`src/rtl/vending_key_conditioner.sv`:
```
// Turns three raw bouncing active-low keys into clean, one-hot request pulses for
// the vending FSM: per-key sync + debounce, then a priority arbiter with pending slots.

module vkc_key_debounce #(
    parameter int               CNT_W   = 20,
    parameter logic [CNT_W-1:0] CNT_MAX = CNT_W'(999_999)
) (
    input  logic sys_clk,
    input  logic sys_rst_n,
    input  logic i_key_n,
    output logic o_ev
);
    localparam logic [CNT_W-1:0] ONE = CNT_W'(1);

    logic             r_s1;
    logic             r_s2;
    logic [CNT_W-1:0] r_cnt;

    always_ff @(posedge sys_clk or negedge sys_rst_n) begin
        if (!sys_rst_n) begin
            r_s1  <= 1'b1;
            r_s2  <= 1'b1;
            r_cnt <= '0;
        end else begin
            r_s1 <= i_key_n;
            r_s2 <= r_s1;
            if (r_s2)
                r_cnt <= '0;
            else if (r_cnt < CNT_MAX)
                r_cnt <= r_cnt + ONE;
        end
    end

    // Fires on the single cycle the low run reaches CNT_MAX; saturation keeps it from repeating.
    assign o_ev = !r_s2 && (r_cnt == CNT_MAX - ONE);
endmodule

module vending_key_conditioner #(
    parameter int               CNT_W   = 20,
    parameter logic [CNT_W-1:0] CNT_MAX = CNT_W'(999_999)
) (
    input  logic sys_clk,
    input  logic sys_rst_n,
    input  logic key_one,
    input  logic key_half,
    input  logic key_refund,
    output logic po_money_one,
    output logic po_money_half,
    output logic po_refund
);
    localparam int NUM_KEYS = 3;

    // Bit order is also priority order: [2]=refund, [1]=one yuan, [0]=half yuan.
    logic [NUM_KEYS-1:0] w_key_n;
    logic [NUM_KEYS-1:0] w_ev;
    logic [NUM_KEYS-1:0] w_req;
    logic [NUM_KEYS-1:0] w_grant;
    logic [NUM_KEYS-1:0] r_pend;
    logic [NUM_KEYS-1:0] r_out;

    assign w_key_n = {key_refund, key_one, key_half};

    generate
        for (genvar g = 0; g < NUM_KEYS; g++) begin : g_key
            vkc_key_debounce #(
                .CNT_W   (CNT_W),
                .CNT_MAX (CNT_MAX)
            ) u_deb (
                .sys_clk   (sys_clk),
                .sys_rst_n (sys_rst_n),
                .i_key_n   (w_key_n[g]),
                .o_ev      (w_ev[g])
            );
        end
    endgenerate

    assign w_req = r_pend | w_ev;

    always_comb begin
        w_grant = '0;
        if (w_req[2])
            w_grant[2] = 1'b1;
        else if (w_req[1])
            w_grant[1] = 1'b1;
        else if (w_req[0])
            w_grant[0] = 1'b1;
    end

    always_ff @(posedge sys_clk or negedge sys_rst_n) begin
        if (!sys_rst_n) begin
            r_pend <= '0;
            r_out  <= '0;
        end else begin
            r_pend <= w_req & ~w_grant;
            r_out  <= w_grant;
        end
    end

    assign po_refund     = r_out[2];
    assign po_money_one  = r_out[1];
    assign po_money_half = r_out[0];
endmodule

```
`config.mk`:
```
export PLATFORM = sky130hd
export DESIGN_NAME = vending_key_conditioner
export DESIGN_NICKNAME = d
export VERILOG_FILES = /design/src/rtl/vending_key_conditioner.sv
export SDC_FILE = /design/constraint.sdc
export NUM_CORES = 1
export LEC_CHECK = 0
export BUFFER_PORTS_ARGS = -buffer_cell sky130_fd_sc_hd__buf_2
export CAP_MARGIN = 20
export CELL_PAD_IN_SITES_DETAIL_PLACEMENT = 1
export CELL_PAD_IN_SITES_GLOBAL_PLACEMENT = 1
export CORE_MARGIN = 5
export CORE_UTILIZATION = 30
export DETAILED_ROUTE_END_ITERATION = 7
export PLACE_DENSITY = 0.49
export SETUP_SLACK_MARGIN = 0.05
export SLEW_MARGIN = 20
export SYNTH_ARGS = -nofsm -noshare
export SYNTH_HDL_FRONTEND = slang
export SYNTH_SLANG_ARGS = --single-unit
```
`constraint.sdc`:
```
create_clock -name sys_clk -period 2.85 [get_ports sys_clk]
set_clock_uncertainty 0.05 [all_clocks]
set_input_delay 0.285 -clock sys_clk [delete_from_list [all_inputs] [get_ports sys_clk]]
set_output_delay 0.285 -clock sys_clk [all_outputs]
set_load 0.05 [all_outputs]
```
; After elaboration in Yosys (flattened, before gate mapping)
; Cells that the tools add are included.
[word_totals]
inputBits = 5
output_inout_bits = 3
register_bits = 72
wordCells = 43
[classes]
addsub = 3
n_bitwise = 3
n_eq_ne = 3
n_lt_le_gt_ge = 3
muxes = 11
n_reduce_logical = 9
[op_table]
columns = operator, n
row1 = 20-bit two-way mux, 6
row2 = "20-bit by 1-bit adder with 20-bit output, second input constant", 3
row3 = "20-bit == test, second input constant", 3
row4 = "20-bit less-than comparator, second input constant", 3
row5 = 2-bit nonzero test, 3
row6 = 1-bit two-way mux, 4
row7 = 3-bit bitwise AND, 1
row8 = 1-bit logical AND, 3
row9 = 1-bit zero test, 3
row10 = 3-bit inverter, 1
row11 = 3-bit OR, 1
row12 = 2-bit two-way mux, 1

; Longest topological paths before layout
; Gate-level depths: netlist of run 1.
[logic_depth]
ltp_word = 8
ltp_mapped = 7
ltp_nobuf = 6

; Hierarchy
; From an unflattened synthesis of run 1, not the netlist that was laid out.
[unflattened]
hier_cells = 396
area_unflattened_um2 = 3871.2
[by_module_without_submodules]
columns = module, seq_area_each_um2, area_per_inst_um2, cells_each, n_inst
row1 = vkc_key_debounce, 553.0, 1236.2, 128, 3
row2 = vending_key_conditioner, 125.1, 162.7, 12, 1

; Worst setup path before layout of run 1
; OpenSTA, ideal clock, no wires.
[synth_path]
kind = register -> register
from = register g_key[0].u_deb.r_cnt[15]
to = register g_key[0].u_deb.r_cnt[5]
slack_ns = 0.827
arrival_ns = 1.846
synth_period_minus_slack_ns = 2.023
stages_incl_launch_ff = 7
setup_ns = 0.127
required_time_ns = 2.673
path_buffers = 1
cell_sequence = dfrtp_1 > buf_6 > or4_4 > nor4_4 > nand2_1 > nand3_1 > mux2_1
[synth_via]
elab_chain_len = 2
[synth_lines]
columns = element, line_no
row1 = start: declaration, 17  ; logic [CNT_W-1:0] r_cnt;
row2 = start signal: assignment, 30  ; r_cnt <= r_cnt + ONE;
row3 = 20-bit less-than comparator, 29  ; else if (r_cnt < CNT_MAX)
row4 = 2-bit nonzero test (no line), -
; Every way passes these cells.
; A chain may end at the register's enable or synchronous reset.

; Final worst setup path of run 1
[layout_path]
from = register g_key[2].u_deb.r_cnt[0]
to = register g_key[2].u_deb.r_cnt[3]
[layout_via]
elab_chain_len = 3
elab_cells_between_ends = 5
cone_classes = 1 x add/sub / 1 x order compare / 2 x mux / 1 x reduce/logical
[layout_lines]
columns = element, line_no
row1 = start: declaration, 17
row2 = start signal: assignment, 30
row3 = 20-bit by 1-bit adder with 20-bit output, 30
row4 = 20-bit two-way mux, 29
row5 = 20-bit two-way mux, 27  ; if (r_s2)
; Parallel ways exist; a longest one is shown, timed or not. The select of a mux whose other input is x is not followed.

==> results of run 1 <==
-- registers in the layout, indices dropped and copies added, names as in the netlist --
| signal | count |
|---|---|
| g_key.u_deb.r_s2 | 3 |
| r_out | 3 |
| g_key.u_deb.r_cnt | 60 |
| g_key.u_deb.r_s1 | 3 |
| r_pend | 2 |
-- per-layer routing --
layer | share of wire | track usage | vias to the layer above
met5 | 0 | 0 | -
met4 | 0.020 | 0.0651 | 0
met3 | 0.019 | 0.0235 | 12
met2 | 0.47 | 0.222 | 15
met1 | 0.49 | 0.173 | 1496
li1 | - | - | 1446
-- critical path: cells and delay by family (launching register included) --
| family | cells | cell delay [ps] |
|---|---|---|
| and+or+nand+nor | 4 | 1010 |
| DFF | 1 | 410 |
| adders and majority gates | 1 | 270 |
| buffers and inverters | 1 | 270 |
| AOI/OAI and AO/OA | 1 | 150 |
-- path summary, 6_finish.rpt --
kind	endpoint	cells past startpoint
setup / recovery	g_key[2].u_deb.r_cnt[3]	7
hold / removal	g_key[1].u_deb.r_cnt[2]	1
setup reg to reg	g_key[2].u_deb.r_cnt[3]	7
hold reg to reg	g_key[0].u_deb.r_s2	0
max in group asynchronous	g_key[2].u_deb.r_cnt[18]	1
min in group sys_clk	g_key[0].u_deb.r_s2	0
-- what timing repair did --
item,in CTS,in global routing
hold buffers,3,0
endpoints found under the hold margin,3,0
setup buffers,0,0
-- final cells by class --
type / instances / area [um2] / area share
multi-input combinational: 293 / 1920 / 0.440
sequential: 71 / 1780 / 0.409
clock buffer: 14 / 284 / 0.0652
tap: 172 / 215 / 0.0494
timing repair buffer: 14 / 97.6 / 0.0224
inverter: 12 / 45.0 / 0.0103
clock inverter: 2 / 12.5 / 0.00287
-- power by group through the flow --
stage                     Combinational [mW]  Sequential (mW)  Clock [mW]
after floorplan                       0.0374             1.06           0
after global placement                0.0623             1.07           0
after detailed placement              0.0636             1.07           0
after CTS                             0.0668             1.05        1.15
after global routing                  0.0757             1.06        1.21
final                                 0.0629             1.05        1.11
-- placed cells by master, fill, tap and decap left out, drive strengths merged, types with 2 or more instances in the layout --
cell         Yosys  final
a211oi           7      7
a21oi           17     17
a311oi           2      2
a31oi            4      4
and3             5      5
and4             8      8
and4b            2      2
buf              5     11
clkbuf           5     14
dfrtp           65     65
dfstp            6      6
dlygate4sd3      0      3
ha               6      6
inv             12     12
mux2             3      3
nand2           18     18
nand2b           3      3
nand3           24     24
nand4           20     20
nor2            55     55
nor2b            4      4
nor3             8      8
nor3b            2      2
nor4            15     15
nor4b            6      6
nor4bb           2      2
o21ai           10     10
o31ai            6      6
or3             11     11
or4              7      7
xnor2           30     30
xor2             7      7
-- kinds of logic after synthesis --
family	synth area share
flops	0.469
simple gates	0.291
xor+xnor	0.0851
mux	0.00888
buf+inv	0.0270
compound gates	0.0999
fa+ha+maj	0.0197
-- stage by stage --
step                cells  area, um2   util
detailed placement    559       4030  0.322
CTS                   578       4360  0.348
finish                578       4360  0.348
global route          578       4360  0.348
global placement      559       4030  0.322
floorplan             386       3810      -
==> flow_metrics.py, run 1 <==
metrics = {
    "sta": {
        "layout_min_cycle_time_ps": 2240,
        "fin_ws_ps": 607,
        "slew_viol_final": 0,
        "rsz0062_at_grt": "no",
        "hold_viol_final": 0,
        "timing.fmax_mhz": 446,
        "period_share": 0.787,
        "worst_pin_slew_ps": 920,
        "fin_tns_setup_ps": 0,
        "hold_slack_ps": 39.6,
        "maxSlewHeadroom": 0.386,
        "finalSetupViolCount": 0,
    },
    "layout": {
        "area.growth.synth_to_final_pct": 14.5,
        "drive_gt1_frac": 0.126,
        "fin_nets": 412,
        "diodes": 0,
        "fill_cells": 1441,
    },
    "clocking": {
        "cts_sinks": 71,
        "clk_path_buf_depth": 2,
        "cts-root-buf": "clkbuf_16",
        "cts_resized": 0,
        "cts_tree": "done",
        "clkTransAtPathRegs_ps": 60,
        "numCtsBuffers": 9,
        "insertion_delay_ps": 340,
        "h-tree-depth": 3,
    },
    "power_and_ir_drop": {
        "pwr_density_cell_nw_per_um2": 510,
        "swShare": 0.221,
        "combPwrFrac": 0.028,
        "cellInternalPower_mw": 1.73,
        "total_power_mw": 2.22,
        "ir_drop_mv": 0.193,
        "p_leak_nw": 1.68,
        "power_frac_clock": 0.498,
        "seqPwrFrac": 0.474,
        "p_sw_uw": 491,
    },
    "setup_path": {
        "crit_path_end_kind": "flip-flop",
        "rr_startpoint": "g_key[2].u_deb.r_cnt[0]",
        "startpoint": "g_key[2].u_deb.r_cnt[0]",
        "crit_path_top_delay_cell": "dfrtp_1",
        "path_cells": "ha_1 > and4_1 > nand4_1 > nand3_1 > buf_4 > or3_1 > a21oi_1",
        "slowest_delay_ps": 410,
        "worstPathRequired_ps": 3060,
        "crit_fanout": 8,
        "cp.arrival_ps": 2450,
        "rrSetupSlack_ps": 610,
        "path_class": "reg -> reg",
        "critPathLaunchType": "flip-flop",
    },
    "global_routing": {
        "grt_pass1_vias": 3128,
        "grt_antenna_before_repair": 0,
        "grt_max_degree": 72,
        "grt_usage": 0.136,
        "grt_pass1_wl_um": 16000,
        "grt-ovfl-total": 0,
    },
    "floorplanning": {
        "die_x_um": 123,
        "die_area_um2": 15000,
        "row_count": 41,
        "dieHeight_um": 123,
        "num_io_pins": 8,
        "fp.coreArea_um2": 12500,
        "initial_core_util": 0.304,
    },
    "detailed_routing": {
        "via_per_inst": 5.14,
        "drt_iter0_drc": 96,
        "drc": 0,
        "drt-total-wl_um": 9160,
        "vias": 2969,
        "wire_per_inst_um": 15.9,
        "ant_nets": 0,
        "firstDrtPassIters": 4,
    },
    "synth": {
        "synth_enable_flop_cells": 0,
        "synth_nets": 397,
        "ys_top_cells_by_area": "dfrtp_1 43%, xnor2_1 6.9%, nor2_1 5.4%, dfstp_2 4.1%, nand4_1 3.3%",
        "synth_most_common_cell": "dfrtp_1",
        "synth_warnings": 0,
        "ys_seq_area_frac": 0.469,
        "async_flop_share": 1.00,
        "synth.distinct_cells": 53,
        "syn_area_um2": 3810,
        "synth-seq-cells": 71,
        "yosys.area.top_type": "dfrtp_1",
        "synth_ff_type": "dfrtp_1",
        "syn-instance-count": 386,
        "synth_top_area_share": 0.427,
        "synth_area_per_cell_um2": 9.86,
        "synthTopCellsByCount": "65 x dfrtp_1, 55 x nor2_1, 30 x xnor2_1",
    },
    "place": {
        "pre_cts_ws_ps": 592,
        "port_buffers": 7,
        "place_congestion": 0.791,
        "dp.final_hpwl_um": 6260,
    },
    "status": {
        "status": "finished clean",
    },
    "worst_hold_path": {
        "hold_class": "in -> async",
    },
    "job": {
        "max_cap_violations": 0,
    },
}
(Power assumes the default switching activity.)
==> inputs of run 2 (changes only) <==
Settings changed: PLACE_DENSITY 0.49 to 0.51.
Clock period 2.85 ns to 1.9 ns, I/O delays scaled along.
==> flow_metrics.py, run 2 (synthesis results as in run 1) <==
metrics = {
    "detailed_routing": {
        "drc": 0,
        "wire_per_inst_um": 16.4,
        "ant_nets": 0,
        "vias": 3380,
        "via_per_inst": 5.04,
        "drt-total-wl_um": 11000,
        "drt_iter0_drc": 120,
        "firstDrtPassIters": 4,
    },
    "power_and_ir_drop": {
        "p_leak_nw": 2.20,
        "pwr_density_cell_nw_per_um2": 588,
        "ir_drop_mv": 0.361,
        "total_power_mw": 3.29,
    },
    "layout": {
        "regMostFlops": "g_key.u_deb.r_cnt",
        "diodes": 0,
        "layout_common_cells": "78 x buf_4, 53 x dfrtp_1, 51 x nor2_1",
        "drive_gt1_frac": 0.436,
        "fin_nets": 504,
        "area.growth.synth_to_final_pct": 46.9,
        "post-route-util": 0.447,
        "fill_cells": 1409,
        "largest_reg_flops": 60,
        "final_area_um2": 5590,
        "final_common_cell": "buf_4",
    },
    "worst_hold_path": {
        "hold_class": "in -> async",
    },
    "setup_path": {
        "rr_endpoint": "g_key[2].u_deb.r_cnt[11]",
        "cp.arrival_ps": 2210,
        "critPathLaunchType": "flip-flop",
        "reg2reg_depth": 7,
        "crit_path_end_kind": "flip-flop",
        "rrSetupSlack_ps": -90,
        "crit_path_top_delay_cell": "or3_1",
        "path_cells": "ha_2 > and4_1 > nand4_1 > buf_4 > nand4_1 > or3_1 > a21oi_2",
        "crit_top_cell": "nand4_1",
        "path_class": "reg -> reg",
        "slowest_delay_ps": 450,
        "rr_startpoint": "g_key[2].u_deb.r_cnt[0]",
        "crit_fanout": 6,
        "worstPathRequired_ps": 2120,
    },
    "place": {
        "placed_area_um2": 4580,
        "port_buffers": 7,
        "place_congestion": 0.814,
        "dp.final_hpwl_um": 7340,
    },
    "global_routing": {
        "grt_pass1_vias": 3655,
        "grt-ovfl-total": 0,
        "grt_max_degree": 46,
        "grt_pass1_wl_um": 18100,
        "grt_antenna_before_repair": 0,
        "grt_usage": 0.155,
    },
    "sta": {
        "timing.fmax_mhz": 503,
        "finalSetupViolCount": 12,
        "hold_slack_ps": 256,
        "period_share": 1.05,
        "layout_min_cycle_time_ps": 1990,
        "hold_viol_final": 0,
        "slew_viol_final": 0,
        "fin_tns_setup_ps": -549,
        "fin_ws_ps": -87.8,
        "rsz0062_at_grt": "yes",
        "maxSlewHeadroom": 0.710,
        "worst_pin_slew_ps": 434,
    },
    "clocking": {
        "cts_tree": "done",
        "h-tree-depth": 3,
        "cts-root-buf": "clkbuf_16",
        "clkTransAtPathRegs_ps": 60,
        "cts_sinks": 71,
        "numCtsBuffers": 9,
        "insertion_delay_ps": 340,
        "clk_path_buf_depth": 2,
    },
    "floorplanning": {
        "num_io_pins": 8,
        "row_count": 41,
        "initial_core_util": 0.304,
        "die_area_um2": 15000,
        "die_x_um": 123,
        "fp.coreArea_um2": 12500,
        "dieHeight_um": 123,
    },
    "status": {
        "violations": "negative setup slack",
        "status": "complete, but fails checks",
    },
    "job": {
        "max_cap_violations": 0,
    },
}
[run 2: cell count changes in the layout (fill, tap and decap cells not counted), moves of 5 or more]
| cell | change |
|---|---|
| buf_4 | +73 |
| dfrtp_2 | +12 |
| nor4_1 | -7 |
| buf_6 | +16 |
| a211oi_1 | -5 |
| dfrtp_1 | -12 |
| a21oi_1 | -8 |
| nor4b_1 | -6 |
| nand3_1 | -9 |
| nor4b_2 | +5 |
| a21oi_2 | +5 |
| nand3_2 | +7 |
[run 2: how the worst max path moves through the flow]
stage                                   from                       end  cells after the start
CTS                  g_key[2].u_deb.r_cnt[1]   g_key[2].u_deb.r_cnt[5]                      7
detailed placement   g_key[2].u_deb.r_cnt[8]   g_key[2].u_deb.r_cnt[9]                      6
finish               g_key[2].u_deb.r_cnt[0]  g_key[2].u_deb.r_cnt[11]                      7
floorplan           g_key[0].u_deb.r_cnt[13]   g_key[0].u_deb.r_cnt[5]                      5
global route         g_key[2].u_deb.r_cnt[0]  g_key[2].u_deb.r_cnt[11]                      7
global placement     g_key[2].u_deb.r_cnt[8]   g_key[2].u_deb.r_cnt[9]                      6
[run 2: power by group]
part           internal [mW]  leakage (nW)  switching, mW  total (mW)
logic                 0.0632          1.12         0.0884       0.152
registers               1.54         0.944         0.0294        1.57
clock network          0.917         0.131          0.652        1.57
[run 2: through the flow]
stage,cells,setup WS (ps)
floorplan,386,-53.5
global placement,628,-55.7
detailed placement,628,-140
CTS,659,-42.6
global route,670,-185
finish,670,-87.8
[run 2: timing repair]
item | 4_1_cts | 5_1_grt
setup endpoints to repair | 40 | 47
resized for setup | 43 | 68
buffers inserted | 12 | 11
pin swaps | 30 | 52
hold buffers | 4 | 0
gates cloned | 0 | 1
endpoints found under the hold margin | 25 | 0
[run 2: metal layers]
metal	wire [um]	track usage	share of wire	vias to the layer above
li1	-	-	-	1631
met1	5010	0.188	0.46	1717
met2	5600	0.267	0.51	23
met3	288	0.0484	0.026	9
met4	107	0.0378	0.0097	0
met5	0	0	0	-
[run 2: area by class of cell]
cell class,count,area [um2],share of cell area
repair buffers,105,856,0.153
clock inverters,2,10.0,0.00179
clock buffers,14,254,0.0454
multi-input cells,294,2410,0.432
well taps,172,215,0.0385
inverters,12,45.0,0.00805
flip-flops and latches,71,1800,0.322
[run 2: worst max-delay path, delay by kind of cell, from the launching register on]
kind                       cells  cell delay [ps]
AOI/OAI and AO/OA              1              120
and+or+nand+nor                4             1030
adders and majority gates      1              190
buffers and inverters          1              140
DFF                            1              380
